## config.mk

```make
export PLATFORM = sky130hd
export DESIGN_NAME = updown_counter_mod
export DESIGN_NICKNAME = d
export VERILOG_FILES = /design/src/rtl/counter_pkg.sv /design/src/rtl/udc_next_calc.sv /design/src/rtl/updown_counter_mod.sv
export SDC_FILE = /design/constraint.sdc
export NUM_CORES = 1
export LEC_CHECK = 0
export BUFFER_PORTS_ARGS = -buffer_cell sky130_fd_sc_hd__clkbuf_2
export CAP_MARGIN = 30
export CORE_AREA = 5 5 42 44
export CTS_CLUSTER_DIAMETER = 80
export DETAILED_ROUTE_END_ITERATION = 12
export DIE_AREA = 0 0 47 49
export HOLD_SLACK_MARGIN = 0.1
export PLACE_DENSITY = 0.75
export SLEW_MARGIN = 40
export SYNTH_ARGS = -nofsm -noshare
export SYNTH_HDL_FRONTEND = slang
export SYNTH_SLANG_ARGS = --single-unit
```

## constraint.sdc

```tcl
create_clock -name clk -period 3.8 [get_ports clk]
set_clock_uncertainty 0.1 [all_clocks]
set_input_delay 0 -clock clk [delete_from_list [all_inputs] [get_ports clk]]
set_output_delay 0 -clock clk [all_outputs]
set_load 0.02 [all_outputs]
```

## src/rtl/counter_pkg.sv

```systemverilog
// Shared constants and helpers for the up/down counter family.
package counter_pkg;

  localparam logic DIR_UP   = 1'b1;
  localparam logic DIR_DOWN = 1'b0;

  // Full binary range of a WIDTH-bit register.
  function automatic int default_mod(input int width);
    return 1 << width;
  endfunction

endpackage

```

## src/rtl/udc_next_calc.sv

```systemverilog
// Combinational next-count for the up/down counter: modular wrap or saturate,
// plus crossing indications in each direction.
module udc_next_calc
  import counter_pkg::*;
#(
  parameter int WIDTH = 4,
  parameter int MOD   = default_mod(WIDTH)
) (
  input  logic [WIDTH-1:0] count_i,
  input  logic [WIDTH-1:0] step_i,
  input  logic             dir_i,
  input  logic             sat_i,
  output logic [WIDTH-1:0] next_o,
  output logic             wrap_up_o,
  output logic             wrap_dn_o
);

  localparam logic [WIDTH:0] MOD_W = (WIDTH+1)'(MOD);

  logic [WIDTH:0] cnt_x;
  logic [WIDTH:0] step_m;
  logic [WIDTH:0] sum;
  logic [WIDTH:0] res;

  assign cnt_x  = {1'b0, count_i};
  // A step of MOD or more is equivalent to its remainder.
  assign step_m = {1'b0, step_i} % MOD_W;
  assign sum    = cnt_x + step_m;

  always_comb begin
    res       = cnt_x;
    wrap_up_o = 1'b0;
    wrap_dn_o = 1'b0;
    if (dir_i == DIR_UP) begin
      if (sum >= MOD_W) begin
        wrap_up_o = 1'b1;
        res       = sat_i ? (MOD_W - 1'b1) : (sum - MOD_W);
      end else begin
        res = sum;
      end
    end else begin
      if (cnt_x < step_m) begin
        wrap_dn_o = 1'b1;
        res       = sat_i ? '0 : (cnt_x + MOD_W - step_m);
      end else begin
        res = cnt_x - step_m;
      end
    end
  end

  assign next_o = res[WIDTH-1:0];

endmodule

```

## src/rtl/updown_counter_mod.sv

```systemverilog
// Parametrised up/down counter with load, wrap pulse and sticky ovf/udf flags.
// Define UDC_SATURATE_EN to clamp at the bounds instead of wrapping.
module updown_counter_mod
  import counter_pkg::*;
#(
  parameter int WIDTH = 4,
  parameter int MOD   = default_mod(WIDTH)
) (
  input  logic             clk,
  input  logic             rst,
  input  logic             en,
  input  logic             up_down,
  input  logic [WIDTH-1:0] step,
  input  logic             load,
  input  logic [WIDTH-1:0] load_val,
  input  logic             clr_flags,
  output logic [WIDTH-1:0] count,
  output logic             wrap,
  output logic             ovf,
  output logic             udf
);

`ifdef UDC_SATURATE_EN
  localparam logic SAT = 1'b1;
`else
  localparam logic SAT = 1'b0;
`endif

  localparam logic [WIDTH:0] MAX_W = (WIDTH+1)'(MOD - 1);

  logic [WIDTH-1:0] count_q, count_d;
  logic             wrap_q, wrap_d;
  logic             ovf_q, ovf_d;
  logic             udf_q, udf_d;
  logic [WIDTH-1:0] nxt;
  logic             wrap_up, wrap_dn;

  udc_next_calc #(
    .WIDTH (WIDTH),
    .MOD   (MOD)
  ) u_next (
    .count_i   (count_q),
    .step_i    (step),
    .dir_i     (up_down),
    .sat_i     (SAT),
    .next_o    (nxt),
    .wrap_up_o (wrap_up),
    .wrap_dn_o (wrap_dn)
  );

  always_comb begin
    count_d = count_q;
    wrap_d  = 1'b0;
    ovf_d   = ovf_q & ~clr_flags;
    udf_d   = udf_q & ~clr_flags;
    if (load) begin
      count_d = ({1'b0, load_val} > MAX_W) ? MAX_W[WIDTH-1:0] : load_val;
    end else if (en) begin
      count_d = nxt;
      wrap_d  = wrap_up | wrap_dn;
      // Setting beats a simultaneous clear.
      if (wrap_up) ovf_d = 1'b1;
      if (wrap_dn) udf_d = 1'b1;
    end
  end

  always_ff @(posedge clk) begin
    if (rst) begin
      count_q <= '0;
      wrap_q  <= 1'b0;
      ovf_q   <= 1'b0;
      udf_q   <= 1'b0;
    end else begin
      count_q <= count_d;
      wrap_q  <= wrap_d;
      ovf_q   <= ovf_d;
      udf_q   <= udf_d;
    end
  end

  assign count = count_q;
  assign wrap  = wrap_q;
  assign ovf   = ovf_q;
  assign udf   = udf_q;

endmodule

```

# Word-level counts from Yosys, hierarchy flattened

Cells that the tools add are included.

Add/subtract/negate cells: 5
$lt $le $gt $ge: 2
Muxes and demuxes: 15
Bitwise gates (word level): 5
Reductions and logical operators: 2

Operator list:

| cell                                                                | count |
|---|---|
| 4-bit two-way mux                                                   | 5 |
| 1-bit two-way mux                                                   | 10 |
| 4-bit subtractor                                                    | 2 |
| 4-bit by 4-bit adder with 5-bit output                              | 1 |
| 5-bit >= comparator (second input constant)                         | 1 |
| 4-bit by 1-bit adder with 4-bit output (second input constant)      | 1 |
| 4-bit < comparator                                                  | 1 |
| 4-bit by 1-bit subtractor with 4-bit output (second input constant) | 1 |
| 3-bit OR reduction                                                  | 1 |
| 1-bit bitwise AND                                                   | 2 |
| 1-bit inverter                                                      | 2 |
| 2-bit nonzero test                                                  | 1 |
| 1-bit OR                                                            | 1 |

Bits in registers: 7
Input port bits: 14
Output and inout port bits: 7
Word-level logic and storage cells: 33

# Longest topological paths before layout

Depth after elaboration: 7
Gate-level depth with buffers: 7
Mapped depth without buffers: 7

# Hierarchy

A second synthesis with hierarchy kept.

Cell total of the unflattened synthesis: 84
Area total of the unflattened synthesis: 708.2 um^2

By module, submodules not included:

| module             | times used | cells an instance | area an instance (um^2) | sequential area each (um^2) |
|---|---|---|---|---|
| udc_next_calc      | 1          | 54                | 404.1                   | 0.0 |
| updown_counter_mod | 1          | 30                | 304.0                   | 140.1 |

# Worst setup path before layout

Ideal clock, no wire load.

Path type: register to register
Start point: register count_q[0] (netlist: count[0])
End point: register count_q[2] (netlist: count[2])
Setup time: 0.070 ns
Arrival: 1.715 ns
Data required time: 3.630 ns
Setup slack: 1.916 ns
Stages on the path, launching flop included: 8
Buffers on the path: 0
Period minus slack after synthesis: 1.884 ns
Path through: dfxtp_1 > inv_1 > ha_1 > fa_1 > mux2i_1 > xnor2_1 > a211o_1 > a21oi_1

Word-level cells in the longest chain between the ends: 6
Elaborated cells between the ends (all ways): 12
Classes of those cells: 5 x add/sub; 2 x order compare; 5 x mux

Ends and longest elaborated chain:

| element                                                                                          | line                                     | text |
|---|---|---|
| from (decl)                                                                                      | updown_counter_mod.sv:31                 | `logic [WIDTH-1:0] count_q, count_d;` |
| from (signal assigned)                                                                           | updown_counter_mod.sv:74                 | `count_q <= count_d;` |
| 4-bit by 1-bit adder with 4-bit output or 4-bit by 4-bit adder with 5-bit output (tied branches) | udc_next_calc.sv:44, udc_next_calc.sv:28 |  |
| 4-bit subtractor, or another cell as far along                                                   | udc_next_calc.sv:44                      | `res = sat_i ? '0 : (cnt_x + MOD_W - step_m);` |
| 4-bit two-way mux, on equally long branches                                                      | udc_next_calc.sv:42, udc_next_calc.sv:35 |  |
| 4-bit two-way mux (*)                                                                            | udc_next_calc.sv:34                      | `if (dir_i == DIR_UP) begin` |
| 4-bit two-way mux (*)                                                                            | updown_counter_mod.sv:58                 | `end else if (en) begin` |
| 4-bit two-way mux (*)                                                                            | updown_counter_mod.sv:56                 | `if (load) begin` |

Mark *: on every way between the ends. The rest lies on a longest branch, timed or not. The select of a mux whose other input is x is not followed.
A chain may end at the register's enable or synchronous reset.

# Worst setup path after layout

Same ends and word-level chain as after synthesis.

==> impl_metrics.sql <==
INSERT INTO impl_metrics (metric_group, metric, value, unit) VALUES
('outcome', 'status', 'complete, no violations', ''),
('final_layout', 'seqCellArea', '140.1', 'um2'),
('clock_network', 'worstSkewPairLatency', '0.26', 'ns'),
('synthesis', 'postSynthRegisterBits', '7', ''),
('timing', 'post-route-period-util', '0.6263', ''),
('hold_path', 'hold_start', 'load', ''),
('placement', 'hpwl', '1076', 'um'),
('clock_network', 'cts_num_sinks', '7', ''),
('power_and_ir_drop', 'p_seq_frac', '0.358', ''),
('setup_path', 'timing.critical_path.required', '3.90', 'ns'),
('final_layout', 'multi_input_comb_area', '412.9', 'um2'),
('detailed_routing', 'drtIter0Drc', '3', ''),
('floorplanning', 'chipHeight', '49', 'um'),
('synthesis', 'sequential_to_total_area_share_from_yosys_stat', '0.2272', ''),
('hold_path', 'hp-class', 'input port to flip-flop', ''),
('synthesis', 'count_of_unique_library_cells_instantiated_by_yosys', '26', ''),
('timing', 'final-max-slew-violation-count', '0', ''),
('global_routing', 'top_usage_layer', 'met2', ''),
('timing', 'setup_total_negative_slack', '0', 'ns'),
('synthesis', 'postSynthCellCount', '73', ''),
('timing', 'grt_setup_unrepaired', 'false', ''),
('final_layout', 'antenna_cells_inserted', '0', ''),
('detailed_routing', 'route.detailed.drc', '0', ''),
('placement', 'place.detailed.instances', '106', ''),
('timing', 'final-setup-viol-count', '0', ''),
('clock_network', 'cts_buffer_depth', '2', ''),
('timing', 'final.hold.worst_slack', '0.1275', 'ns'),
('setup_path', 'crit_chain', 'inv_1, ha_1, fa_1, mux2i_1, xnor2_1, a211o_1, a21oi_1, dlygate4sd3_1', ''),
('floorplanning', 'area_inside_the_core_boundary', '0.001401', 'mm2'),
('final_layout', 'fin_nets', '133', ''),
('detailed_routing', 'route.detailed.wl_per_inst', '12.34', 'um'),
('final_layout', 'post_route_cells_drive_above_1_share', '0.2130', ''),
('floorplanning', 'ios', '21', ''),
('clock_network', 'clock_tree.root_cell', 'sky130_fd_sc_hd__clkbuf_4', ''),
('floorplanning', 'num_rows', '14', ''),
('synthesis', 'post_synth_instance_area', '616.8', 'um2'),
('clock_network', 'clock_tree_from_tritoncts', 'done', ''),
('synthesis', 'synth_top_cells_by_area', 'sky130_fd_sc_hd__dfxtp_1 (23%), sky130_fd_sc_hd__ha_1 (16%), sky130_fd_sc_hd__a21oi_1 (7.3%)', ''),
('detailed_routing', 'first_pass_drt_iterations', '4', ''),
('setup_path', 'worstSetupStartpointType', 'flip-flop', ''),
('timing', 'finalHoldViolCount', '0', ''),
('timing', 'worst_pin_slew', '0.2668', 'ns'),
('synthesis', 'postSynthNetCount', '97', ''),
('final_layout', 'instances_no_fill', '124', ''),
('global_routing', 'grt_ovf', '0', ''),
('synthesis', 'yosys.area.top_type', 'sky130_fd_sc_hd__dfxtp_1', ''),
('timing', 'timing.fmax', '0.4202', 'GHz'),
('clock_network', 'cts_inserted_buffers', '3', ''),
('floorplanning', 'dieArea', '0.002303', 'mm2'),
('detailed_routing', 'num_vias', '633', ''),
('global_routing', 'grt_util_met3', '0.07011', ''),
('power_and_ir_drop', 'power.switching', '0.00007370', 'W'),
('setup_path', 'worst_path_largest_cell_delay', '0.55', 'ns'),
('flow_run', 'drv.max_cap_violation_count', '0', ''),
('synthesis', 'syn_avg_cell_area', '8.450', 'um2'),
('global_routing', 'track_usage', '0.1541', ''),
('detailed_routing', 'drtAntennaViolNets', '0', ''),
('floorplanning', 'initial_utilization', '0.4402', ''),
('setup_path', 'slowest_stage', 'sky130_fd_sc_hd__dlygate4sd3_1', ''),
('setup_path', 'critical_path.startpoint', 'count[0]$_SDFFE_PP0P_', ''),
('detailed_routing', 'wirelength', '1530', 'um'),
('synthesis', 'ys_warn_count', '0', ''),
('power_and_ir_drop', 'switching_fraction', '0.3182', ''),
('placement', 'gp_congestion', '0.8188', ''),
('global_routing', 'grt_max_degree', '12', ''),
('setup_path', 'crit_path_end_kind', 'flip-flop', ''),
('global_routing', 'via_count_of_the_first_global_routing_pass', '639', ''),
('global_routing', 'use_met2', '0.2534', ''),
('power_and_ir_drop', 'total_power', '0.0002316', 'W'),
('power_and_ir_drop', 'clock_power_share', '0.303', ''),
('synthesis', 'synth_top_cell_area_share', '0.2272', '');
[repair_timing]
item	4_1_cts	5_1_grt
endpoints found under the hold margin	7	0
gates resized for setup	0	0
setup buffers	0	0
hold buffers	14	0
[area by class of cell]
type                    count  share of cell area
multi-input cells          55              0.4748
flip-flops and latches      7              0.1612
well taps                  16             0.02302
inverters                   8             0.03453
clock buffers               4             0.03022
repair buffers             34              0.2763
[cell families (layout without fill, tap and decap cells)]
logic type	count (synthesis)	count (layout)	share of synthesized area
buf+inv	11	46	0.1034
flops	7	7	0.2272
compound gates	20	20	0.1927
simple gates	23	23	0.2191
fa+ha+maj	10	10	0.2272
mux	1	1	0.01623
xor+xnor	1	1	0.01420
[sequential cells by signal, indices dropped and copies added (netlist names)]
| name | count |
|---|---|
| udf | 1 |
| wrap | 1 |
| ovf | 1 |
| count | 4 |
[power by group through the flow]
stage                     Sequential, W  Clock [W]  Combinational [W]
after global routing          0.0000838  0.0000789          0.0000882
after CTS                     0.0000831  0.0000722          0.0000774
after global placement        0.0000841          0          0.0000638
after floorplan               0.0000893          0          0.0000416
final                         0.0000829  0.0000701          0.0000785
after detailed placement      0.0000847          0          0.0000650
[cells in the final DEF, fill, tap and decap left out, types with 2 or more instances in the layout]
cell type                       count
sky130_fd_sc_hd__nor3_1             2
sky130_fd_sc_hd__dlygate4sd3_1     14
sky130_fd_sc_hd__o211ai_1           2
sky130_fd_sc_hd__nor2b_1            4
sky130_fd_sc_hd__nand2_1            3
sky130_fd_sc_hd__or3b_1             2
sky130_fd_sc_hd__o21ai_0            4
sky130_fd_sc_hd__inv_1              8
sky130_fd_sc_hd__ha_1               8
sky130_fd_sc_hd__dfxtp_1            7
sky130_fd_sc_hd__nand2b_1           2
sky130_fd_sc_hd__nor2_1             4
sky130_fd_sc_hd__nor3b_1            2
sky130_fd_sc_hd__clkbuf_4           3
sky130_fd_sc_hd__a21oi_1            9
sky130_fd_sc_hd__fa_1               2
sky130_fd_sc_hd__clkbuf_2          20
[layer usage]
layer  share of wire  wire length, um
met5               0                0
met4          0.0052                8
met3           0.086              131
met2            0.50              763
met1            0.41              627
[through the flow]
step           worst slack, ns    util  area [um2]
2_1_floorplan            1.916       -       616.8
3_3_place_gp             2.020  0.5018       703.2
3_5_place_dp             1.966  0.5018       703.2
4_1_cts                  1.419  0.6205       869.6
5_1_grt                  1.248  0.6205       869.6
6_report                 1.420  0.6205       869.6
[critical path, delay by kind of cell, from the launching register on]
kind	cells	cell delay [ns]
AOI/OAI and AO/OA	2	0.41
DFF	1	0.37
muxes	1	0.17
xor gates and xnor gates	1	0.08
buffers and inverters	2	0.61
adders and majority gates	2	0.58
[synthesized netlist by cell type]
master,number
sky130_fd_sc_hd__a211o_1,1
sky130_fd_sc_hd__a211oi_1,1
sky130_fd_sc_hd__a21oi_1,9
sky130_fd_sc_hd__and4_1,1
sky130_fd_sc_hd__buf_6,3
sky130_fd_sc_hd__dfxtp_1,7
sky130_fd_sc_hd__fa_1,2
sky130_fd_sc_hd__ha_1,8
sky130_fd_sc_hd__inv_1,8
sky130_fd_sc_hd__mux2i_1,1
sky130_fd_sc_hd__nand2_1,3
sky130_fd_sc_hd__nand2b_1,2
sky130_fd_sc_hd__nand3b_1,1
sky130_fd_sc_hd__nor2_1,4
sky130_fd_sc_hd__nor2b_1,4
sky130_fd_sc_hd__nor3_1,2
sky130_fd_sc_hd__nor3b_1,2
sky130_fd_sc_hd__o2111ai_1,1
sky130_fd_sc_hd__o211ai_1,2
sky130_fd_sc_hd__o21a_1,1
sky130_fd_sc_hd__o21ai_0,4
sky130_fd_sc_hd__o22ai_1,1
sky130_fd_sc_hd__or2_1,1
sky130_fd_sc_hd__or3_1,1
sky130_fd_sc_hd__or3b_1,2
sky130_fd_sc_hd__xnor2_1,1
[worst paths after layout]
check	endpoint	slack [ns]	depth (start not counted)
hold reg to reg	udf$_SDFF_PP0_	0.38	2
hold / removal	udf$_SDFF_PP0_	0.13	4
setup / recovery	count[2]$_SDFFE_PP0P_	1.42	8
setup reg to reg	count[2]$_SDFFE_PP0P_	1.42	8
No activity file was read; power rests on OpenSTA's default activity.
